===== config.mk =====
export PLATFORM = sky130hd
export DESIGN_NAME = bcd_mult11_gen
export DESIGN_NICKNAME = d
export VERILOG_FILES = /design/src/rtl/bcd_pkg.sv /design/src/rtl/bcd_digit_add.sv /design/src/rtl/bcd_mult11_gen.sv
export SDC_FILE = /design/constraint.sdc
export NUM_CORES = 1
export LEC_CHECK = 0
export CAP_MARGIN = 20
export CORE_ASPECT_RATIO = 0.75
export CORE_MARGIN = 5
export CORE_UTILIZATION = 45
export DETAILED_ROUTE_END_ITERATION = 8
export PLACE_DENSITY = 0.83
export SYNTH_ARGS = -nofsm -noshare
export SYNTH_HDL_FRONTEND = slang
export SYNTH_HIERARCHICAL = 1
export SYNTH_SLANG_ARGS = --single-unit
export TNS_END_PERCENT = 10

===== constraint.sdc =====
create_clock -name clk -period 7.2 [get_ports clk]
set_clock_uncertainty 0.1 [all_clocks]
set_input_delay 1.08 -clock clk [delete_from_list [all_inputs] [get_ports clk]]
set_output_delay 1.08 -clock clk [all_outputs]
set_load 0.02 [all_outputs]

===== src/rtl/bcd_pkg.sv =====
// Shared definitions for the packed-BCD word generator and its checker.
package bcd_pkg;

  localparam int DIGIT_W    = 4;
  localparam int NUM_DIGITS = 4;
  localparam int WORD_W     = DIGIT_W * NUM_DIGITS;

  localparam logic [WORD_W-1:0] BCD_MAX = 16'h9999;

  typedef enum logic {
    IDLE = 1'b0,
    RUN  = 1'b1
  } state_t;

endpackage


===== src/rtl/bcd_digit_add.sv =====
// One decimal digit of a ripple BCD adder: binary add, then fold 10..19 back
// into 0..9 with a carry out.
module bcd_digit_add (
  input  logic [3:0] a,
  input  logic [3:0] b,
  input  logic       cin,
  output logic [3:0] s,
  output logic       cout
);

  logic [4:0] raw;

  // Binary digit sum with decimal correction.
  always_comb begin
    raw = {1'b0, a} + {1'b0, b} + {4'd0, cin};
    if (raw > 5'd9) begin
      s    = 4'(raw - 5'd10);
      cout = 1'b1;
    end else begin
      s    = raw[3:0];
      cout = 1'b0;
    end
  end

endmodule


===== src/rtl/bcd_mult11_gen.sv =====
// Packed-BCD word source: starts at a seed and steps by STEP after every
// accepted word, under a valid/ready handshake.
module bcd_mult11_gen
  import bcd_pkg::*;
#(
  parameter logic [15:0] STEP = 16'h0011
) (
  input  logic        clk,
  input  logic        rst,
  input  logic        start,
  input  logic [15:0] seed,
  input  logic [9:0]  count,
  input  logic        ready,
  output logic        valid,
  output logic [15:0] D,
  output logic        last,
  output logic        busy,
  output logic        err
);

  state_t      state;
  state_t      state_nxt;
  logic [9:0]  remaining;
  logic [15:0] d_step;
  logic        c1, c2, c3;
  logic        carry_out_unused;
  logic        seed_ok;
  logic        xfer;

  // True when every nibble of w is a decimal digit.
  function automatic logic bcd_word_ok(input logic [WORD_W-1:0] w);
    logic ok;
    ok = 1'b1;
    for (int i = 0; i < NUM_DIGITS; i++) begin
      if (w[i*DIGIT_W +: DIGIT_W] > 4'd9) ok = 1'b0;
    end
    return ok;
  endfunction

  assign seed_ok = bcd_word_ok(seed);
  assign xfer    = valid && ready;

  // D + STEP, digit by digit; the thousands carry is dropped so the word
  // wraps modulo 10000.
  bcd_digit_add u_dig0 (.a(D[3:0]),   .b(STEP[3:0]),   .cin(1'b0), .s(d_step[3:0]),   .cout(c1));
  bcd_digit_add u_dig1 (.a(D[7:4]),   .b(STEP[7:4]),   .cin(c1),   .s(d_step[7:4]),   .cout(c2));
  bcd_digit_add u_dig2 (.a(D[11:8]),  .b(STEP[11:8]),  .cin(c2),   .s(d_step[11:8]),  .cout(c3));
  bcd_digit_add u_dig3 (.a(D[15:12]), .b(STEP[15:12]), .cin(c3),   .s(d_step[15:12]), .cout(carry_out_unused));

  // State register.
  always_ff @(posedge clk or posedge rst) begin
    if (rst) state <= IDLE;
    else     state <= state_nxt;
  end

  // Next state: a good seed with a non-zero count starts a run; the final
  // accepted word ends it.
  always_comb begin
    state_nxt = state;
    case (state)
      IDLE: if (start && seed_ok && (count != 10'd0)) state_nxt = RUN;
      RUN:  if (xfer && (remaining == 10'd1))          state_nxt = IDLE;
      default: state_nxt = IDLE;
    endcase
  end

  // Word, remaining count, valid and error flag.
  always_ff @(posedge clk or posedge rst) begin
    if (rst) begin
      valid     <= 1'b0;
      D         <= 16'h0000;
      remaining <= 10'd0;
      err       <= 1'b0;
    end else begin
      case (state)
        IDLE: begin
          if (start) begin
            if (!seed_ok) begin
              err <= 1'b1;
            end else if (count == 10'd0) begin
              err <= 1'b0;
            end else begin
              err       <= 1'b0;
              D         <= seed;
              remaining <= count;
              valid     <= 1'b1;
            end
          end
        end
        RUN: begin
          if (xfer) begin
            if (remaining == 10'd1) begin
              valid     <= 1'b0;
              remaining <= 10'd0;
            end else begin
              D         <= d_step;
              remaining <= remaining - 10'd1;
            end
          end
        end
        default: valid <= 1'b0;
      endcase
    end
  end

  // Status outputs derived from registered state.
  always_comb begin
    last = valid && (remaining == 10'd1);
    busy = (state == RUN);
  end

endmodule

---- Word-level counts from Yosys, hierarchy flattened ----
Cells that the tools add are included.
W data, S select, Z words.
word-level totals
  bits in registers ....................... 29
  input port bits ......................... 30
  word-level logic and storage cells ...... 75
operators by class
  mux-type cells .......................... 33
  $add $sub $neg .......................... 10
  $lt $le $gt $ge ......................... 8
  reduce and logical (&&, ||, !) cells .... 11
  equality and inequality tests ........... 7
  bitwise gates (word level) .............. 1
operators by type and width
  cell                     count
  $mux W16                 5
  $mux W10                 5
  $pmux W16 S2             1
  $gt A5 B4 Y1 const B     4
  $pmux W10 S2             1
  $gt A4 B4 Y1 const B     4
  $mux W4                  4
  $sub A4 B4 Y4 const B    4
  $mux W1                  15
  $add A4 B1 Y5            2
  $add A4 B1 Y5 const B    2
  $eq A10 B1 Y1 const B    1
  $logic_not A10 Y1        1
  $reduce_and A5 Y1        2
  $reduce_bool A10 Y1      1
  $sub A10 B1 Y10 const B  1
  $ne A2 B2 Y1 const B     4
  $add A5 B1 Y5            1
  $logic_and A1 B1 Y1      5
  $ne A2 B1 Y1 const B     2
  $pmux W1 S2              2
  $reduce_and A4 Y1        1
  $reduce_and A2 Y1        1
  $not A1 Y1               1

---- Depth between registers and ports, before layout ----
Gate-level depths: netlist (run 1).
  depth in word-level cells ............... 15
  gate-level depth with buffers ........... 27
  gate-level depth less buffers ........... 27

---- Modules after synthesis ----
Netlist (run 1), hierarchy kept.
modules (own cells, without submodules)
  module          seq. area each (um^2)  instances  cells each  area each (um^2)
  bcd_mult11_gen  725.7                  1          157         1741.7
  bcd_digit_add   0.0                    4          22          211.5

---- Worst setup path after synthesis (run 1) ----
Ideal clock, no wire load.
  path kind ............................... flip-flop to flip-flop
  start ................................... register D[0]
  end ..................................... register D[15]
  library setup time ...................... 0.125 ns
  data arrival time ....................... 7.386 ns
  setup slack ............................. -0.411 ns
  buffers on the path ..................... 0
  period minus slack after synthesis ...... 7.611 ns
  required time ........................... 6.975 ns
  cell stages (with the launch flop) ...... 28
  cells stage by stage .................... dfrtp_1 > fa_1 > fa_1 > xnor2_1 > ha_1 > a31o_1 > o31ai_4 > fa_1 > fa_1 > xnor2_1 > ha_1 > a31o_1 > o31ai_4 > fa_1 > fa_1 > xnor2_1 > ha_1 > a31o_1 > o31ai_4 > fa_1 > fa_1 > xnor2_1 > ha_1 > a31o_1 > a2111oi_0 > nor2b_1 > mux2_2 > mux2_2
between the ends
  longest elaborated chain between the ends .. 15
  elaborated cells on any way between the ends .. 16
RTL lines
  element                                        line                                      text
  start, declared                                bcd_mult11_gen.sv:15                      output logic [15:0] D,
  start signal, assigned                         bcd_mult11_gen.sv:96                      D <= d_step;
  $add A4 B1 Y5 *                                bcd_digit_add.sv:15                       raw = {1'b0, a} + {1'b0, b} + {4'd0, cin};
  $gt A5 B4 Y1 *                                 bcd_digit_add.sv:16                       if (raw > 5'd9) begin
  $mux W1 *                                      bcd_digit_add.sv:16
  via c1                                         bcd_mult11_gen.sv:25                      logic c1, c2, c3;
  $add A5 B1 Y5 *                                bcd_digit_add.sv:15
  $gt A5 B4 Y1 *                                 bcd_digit_add.sv:16
  $mux W1 *                                      bcd_digit_add.sv:16
  via c2                                         bcd_mult11_gen.sv:25
  (+3 left out)                                  -
  via c3                                         bcd_mult11_gen.sv:25
  $add A4 B1 Y5 *                                bcd_digit_add.sv:15
  $sub A4 B4 Y4 or $gt A5 B4 Y1 (tied branches)  bcd_digit_add.sv:17, bcd_digit_add.sv:16
  $mux W4 *                                      bcd_digit_add.sv:16
  via d_step[15]                                 bcd_mult11_gen.sv:24                      logic [15:0] d_step;
  $mux W16 *                                     bcd_mult11_gen.sv:92                      if (remaining == 10'd1) begin
  $mux W16 *                                     bcd_mult11_gen.sv:91                      if (xfer) begin
  $pmux W16 S2 *                                 bcd_mult11_gen.sv:75                      case (state)
The timed path passes the listed nets; every way through them passes the cells marked *. The select of a mux whose other input is x is not followed.
A chain may end at the register's enable or synchronous reset.

---- Worst setup path after layout (run 1) ----
Ends and elaborated chain as after synthesis.

==> results of run 1 <==
-- state kept, by name, indices dropped and copies added, names as in the netlist --
register	flops
err	1
busy	1
D	16
remaining	10
valid	1
-- critical path: cells and delay by family (launching register included) --
| kind | cells | cell delay, ns |
|---|---|---|
| fa+ha+maj | 11 | 3.77 |
| compound gates | 8 | 1.52 |
| flops | 1 | 0.42 |
| xor+xnor | 2 | 0.39 |
| mux | 2 | 0.50 |
| simple gates | 1 | 0.08 |
| buf+inv | 3 | 0.33 |
-- worst paths after layout --
check | startpoint | endpoint | slack, ns | cells after the start
min in group asynchronous | rst | D[3] | 1.07 | 3
setup / recovery | D[0] | D[15] | -0.007 | 27
hold reg to reg | err | err | 0.42 | 2
hold / removal | err | err | 0.42 | 2
setup reg to reg | D[0] | D[15] | -0.007 | 27
max in group asynchronous | rst | err | 5.63 | 3
-- final cells by class --
cell class | count | area [um2]
fill | 382 | 1760
clock inverter | 1 | 5.00
tap | 75 | 93.8
sequential | 29 | 727
multi-input combinational | 215 | 2020
inverter | 13 | 51.3
clock buffer | 7 | 96.3
timing repair buffer | 79 | 716
-- layout by cell type, fill, tap and decap left out, types with 3 or more instances in the layout --
| master | instances |
|---|---|
| clkbuf_8 | 7 |
| o21ai_0 | 10 |
| clkdlybuf4s50_1 | 49 |
| mux2_4 | 11 |
| fa_2 | 8 |
| a221o_1 | 4 |
| mux2_2 | 21 |
| o31ai_4 | 5 |
| a21o_2 | 4 |
| ha_4 | 3 |
| inv_2 | 3 |
| a21oi_1 | 12 |
| nor2b_1 | 6 |
| and3_1 | 6 |
| o22ai_1 | 4 |
| nor3_1 | 4 |
| nand2_1 | 8 |
| mux2i_1 | 4 |
| inv_1 | 9 |
| a21oi_2 | 3 |
| buf_4 | 30 |
| xnor2_1 | 4 |
| a2111oi_0 | 3 |
| a31o_4 | 3 |
| nor2_1 | 12 |
| dfrtp_1 | 28 |
| nand3_1 | 9 |
| conb_1 | 21 |
| ha_1 | 14 |
-- per-layer routing --
metal | share of wire [%] | wire [um] | vias to the layer above
met5 | 0 | 0 | -
met4 | 1.3 | 91 | 0
met3 | 4.9 | 339 | 9
met2 | 49 | 3350 | 61
met1 | 45 | 3080 | 1112
li1 | - | - | 1102
-- cells by family after synthesis --
kind of cell / count (synthesis) / synth area share, %
AOI/OAI and AO/OA: 63 / 19.7
and+or+nand+nor: 61 / 13.6
muxes: 36 / 16.9
DFF: 29 / 28.0
adders and majority gates: 26 / 14.9
buffers and inverters: 20 / 3.82
xor gates and xnor gates: 8 / 2.71
other: 2 / 0.290
-- through the flow --
stage               util (%)  cells  setup TNS [ns]  worst slack (ns)  hold slack [ns]
floorplan                  -    264               0              2.64            0.420
global placement        61.9    401          -0.293            -0.154            0.388
detailed placement      61.9    401           -1.15            -0.436            0.403
CTS                     64.6    412               0           0.00442            0.416
global route            67.8    419          -0.483            -0.225            0.436
finish                  67.8    419        -0.00704          -0.00704            0.415
-- what timing repair did --
action | CTS | global route
resized for setup | 11 | 19
pin swaps | 11 | 14
hold endpoints to repair | 0 | 0
endpoints found under the setup margin | 3 | 3
setup buffers | 3 | 7
==> qor.yml, run 1 <==
ant_nets: 0
grt_max_degree: 30
critPathMostFrequentCell: "fa_2"
synth-seq-area-share_pct: 28.0
slew_viol_final: 0
use_met3_pct: 3.39
period_needed_ns: 7.21
final-setup-viol-count: 1
worst_setup_path_end_kind: "register"
cts.sinks: 29
place_area_um2: 3380
synth-main-ff-cell: "dfrtp_1"
diodes: 0
nets: 399
top_usage_layer: "met2"
die_w_um: 97.6
synthesis.area_um2: 2590
timing.final.ws_setup_ns: -0.00704
synthTopCellsByArea: "dfrtp_1 (28%), mux2_2 (9.6%), ha_1 (8.7%)"
dp_hpwl_um: 4950
synth.largest_area_cell: "dfrtp_1"
ys_ff_latch: 29
grt_antenna_before_repair: 0
ys_warn_count: 6
yosysUniqueCellTypes: 49
status: "finished with violations"
clock_path_buffers: 2
drive_gt1_share_pct: 33.7
die_area_um2: 7380
yosysMostFrequentCell: "dfrtp_1"
grt_overflow: 0
critPathMaxStageDelay_ns: 0.56
startpoint_type: "register"
failed_checks: "setup timing"
async_reset_ff_share_pct: 100
port-buffer-count: 49
grt_use_met2_pct: 30.7
placementRows: 23
core_um2: 5470
hold_viol_final: 0
synth_edf_count: 0
synth.avg_cell_area_um2: 10.6
critical_path_arrival_ns: 7.29
cts_tree: "done"
tightest_slew_ns: 0.887
fmax_ghz: 0.139
start_util_pct: 47.3
place_congestion: 0.871
grt_pass1_vias: 2234
cts_root_buffer: "clkbuf_8"
maxCapViolCount: 0
io_pins: 50
wl_per_cell_um: 16.4
yosysTopAreaCellShare_pct: 28.0
use_met1_pct: 24.0
cts_buffers: 5
finalCritPeriodShare_pct: 100
grt_pass1_wl_um: 10600
fp.dieH_um: 75.7
rsz0062_at_grt: "true"
hold_path.class: "reg -> reg"
dr.pass1.iters: 4
area_growth_pct: 43.3
drc: 0
cp_max_fo: 3
cp_slowest_cell: "fa_2"
insertion_delay_ns: 0.29
path_clk_slew_ns: 0.08
worst_slew_margin_rel_pct: 40.6
cts_htree_levels: 2
vias: 2284
synth_common_cells: "dfrtp_1 (29), mux2_2 (22), ha_1 (18)"
ctsHoldBuffers: 0
grt.total_usage_pct: 18.0
stdcell_area_um2: 3710
worstPathRequired_ns: 7.28
drt-total-wl_um: 6860
synthCells: 245
vias_per_cell: 5.45
drtIter0Drc: 133
crit_type: "reg -> reg"
Power of run 1 is not shown: default switching activity piles up to over one toggle a cycle in this logic, so the estimate is an artifact.
==> run 2: changes to the inputs <==
--- a/config.mk
+++ b/config.mk
@@ -7,7 +7,7 @@
 export LEC_CHECK = 0
 export CAP_MARGIN = 20
 export CORE_ASPECT_RATIO = 0.75
-export CORE_MARGIN = 5
+export CORE_MARGIN = 1
 export CORE_UTILIZATION = 45
 export DETAILED_ROUTE_END_ITERATION = 8
 export PLACE_DENSITY = 0.83
==> run 2 against run 1 <==
Net effect:
- worst hold slack got worse by 0.020 ns
- largest cell class unchanged
- the flow now finishes without violations
- fmax rose by 0.23%
- critical endpoint unchanged
- first-iteration DRC count rose by 23%
- sequential share of layout area barely moved
- sequential cell count did not move
- setup slack improved by 0.017 ns
- global-route usage rose by 4.6 points
- final area rose by 0.17%
- register-to-register slack improved by 0.02 ns
- via count fell by 0.35%
- non-clock buffer count rose by 1
==> qor.yml, run 2 (synthesis gave the netlist of run 1 again) <==
ant_nets: 0
diodes: 0
io_pins: 50
finalSetupTns_ns: 0
die_area_um2: 6060
regMostFlops: "D"
critical_path_arrival_ns: 7.27
rsz0062_at_grt: "true"
cts_tree: "done"
worst_slew_margin_rel_pct: 39.7
worst_setup_path_end_kind: "register"
dr.pass1.iters: 4
port-buffer-count: 49
wl_per_cell_um: 15.8
start_util_pct: 47.6
cts.sinks: 29
mostFrequentLayoutCells: "clkdlybuf4s50_1 (49), buf_4 (29), dfrtp_1 (28)"
cts_buffers: 5
finalCritPeriodShare_pct: 99.9
largest_register_ffs: 16
path_clk_slew_ns: 0.07
core_um2: 5440
worstPathRequired_ns: 7.28
min_delay_path_depth: 2
cts_htree_levels: 2
dp_hpwl_um: 4680
clock_path_buffers: 2
placementRows: 23
period_needed_ns: 7.19
critPathMaxStageDelay_ns: 0.54
crit_type: "reg -> reg"
hold_viol_final: 0
area_growth_pct: 43.5
fmax_ghz: 0.139
fp.dieH_um: 67.7
final-setup-viol-count: 0
rrSetupSlack_ns: 0.01
ctsHoldBuffers: 0
startpoint_type: "register"
drtIter0Drc: 163
cts_root_buffer: "clkbuf_8"
insertion_delay_ns: 0.29
tightest_slew_ns: 0.901
r2r-end: "D[15]"
ff2ff_path_depth: 27
drt-total-wl_um: 6650
stdcell_area_um2: 3710
grt.total_usage_pct: 22.6
place_area_um2: 3370
grt_max_degree: 30
place_congestion: 0.896
grt_overflow: 0
maxCapViolCount: 0
grt_antenna_before_repair: 0
reg_top3: "D (16), remaining (10)"
vias_per_cell: 5.42
grt_pass1_vias: 2128
slew_viol_final: 0
drive_gt1_share_pct: 33.0
grt_pass1_wl_um: 10200
die_w_um: 89.6
rr_startpoint: "D[0]"
critPathLaunch: "D[0]"
hold_path.class: "reg -> reg"
cp_slowest_cell: "fa_2"
critPathMostFrequentCell: "fa_2"
status: "completed"
vias: 2276
drc: 0
cp_max_fo: 3
final_common_cell: "clkdlybuf4s50_1"
cp-endpoint: "D[15]"
nets: 400
==> run 2: repair_timing <==
item	4_1_cts	5_1_grt
buffers inserted	2	10
endpoints found under the setup margin	3	3
resized for setup	10	20
pin swaps	10	17
==> run 2: how the worst min path moves through the flow <==
stage	startpoint	slack [ns]	endpoint
finish	err	0.40	err
global placement	err	0.38	err
detailed placement	err	0.39	err
CTS	err	0.40	err
floorplan	remaining[7]	0.42	remaining[7]
global route	err	0.42	err
==> run 2: final cells by class <==
cell class	count	area [um2]
fillers	392	1730
flip-flops and latches	29	727
repair buffers	80	731
clock buffers	8	90.1
multi-input cells	215	2020
well taps	75	93.8
inverters	13	48.8
==> run 2: routing by layer <==
metal  routed length, um  track usage, %  vias up
li1                    -               -     1101
met1                3030            31.3     1086
met2                3130            35.7       76
met3                 364            4.89       13
met4                 120            6.15        0
met5                   0               0        -
==> run 2: worst max-delay path, delay by kind of cell, from the launching register on <==
family,cells,cell delay [ns]
fa+ha+maj,11,3.85
simple gates,1,0.08
buf+inv,4,0.39
compound gates,8,1.46
flops,1,0.42
mux,2,0.51
xor+xnor,1,0.23
==> run 2: stage by stage <==
step                util, %  hold slack (ns)  setup WS, ns  std cells
global route           68.3            0.425        -0.199        420
global placement       62.0            0.384        -0.160        400
detailed placement     62.0            0.390        -0.412        400
floorplan                 -            0.420          2.64        264
finish                 68.3            0.395       0.00963        420
CTS                    64.6            0.403        0.0325        410
Power of run 2 is left out for the same reason.
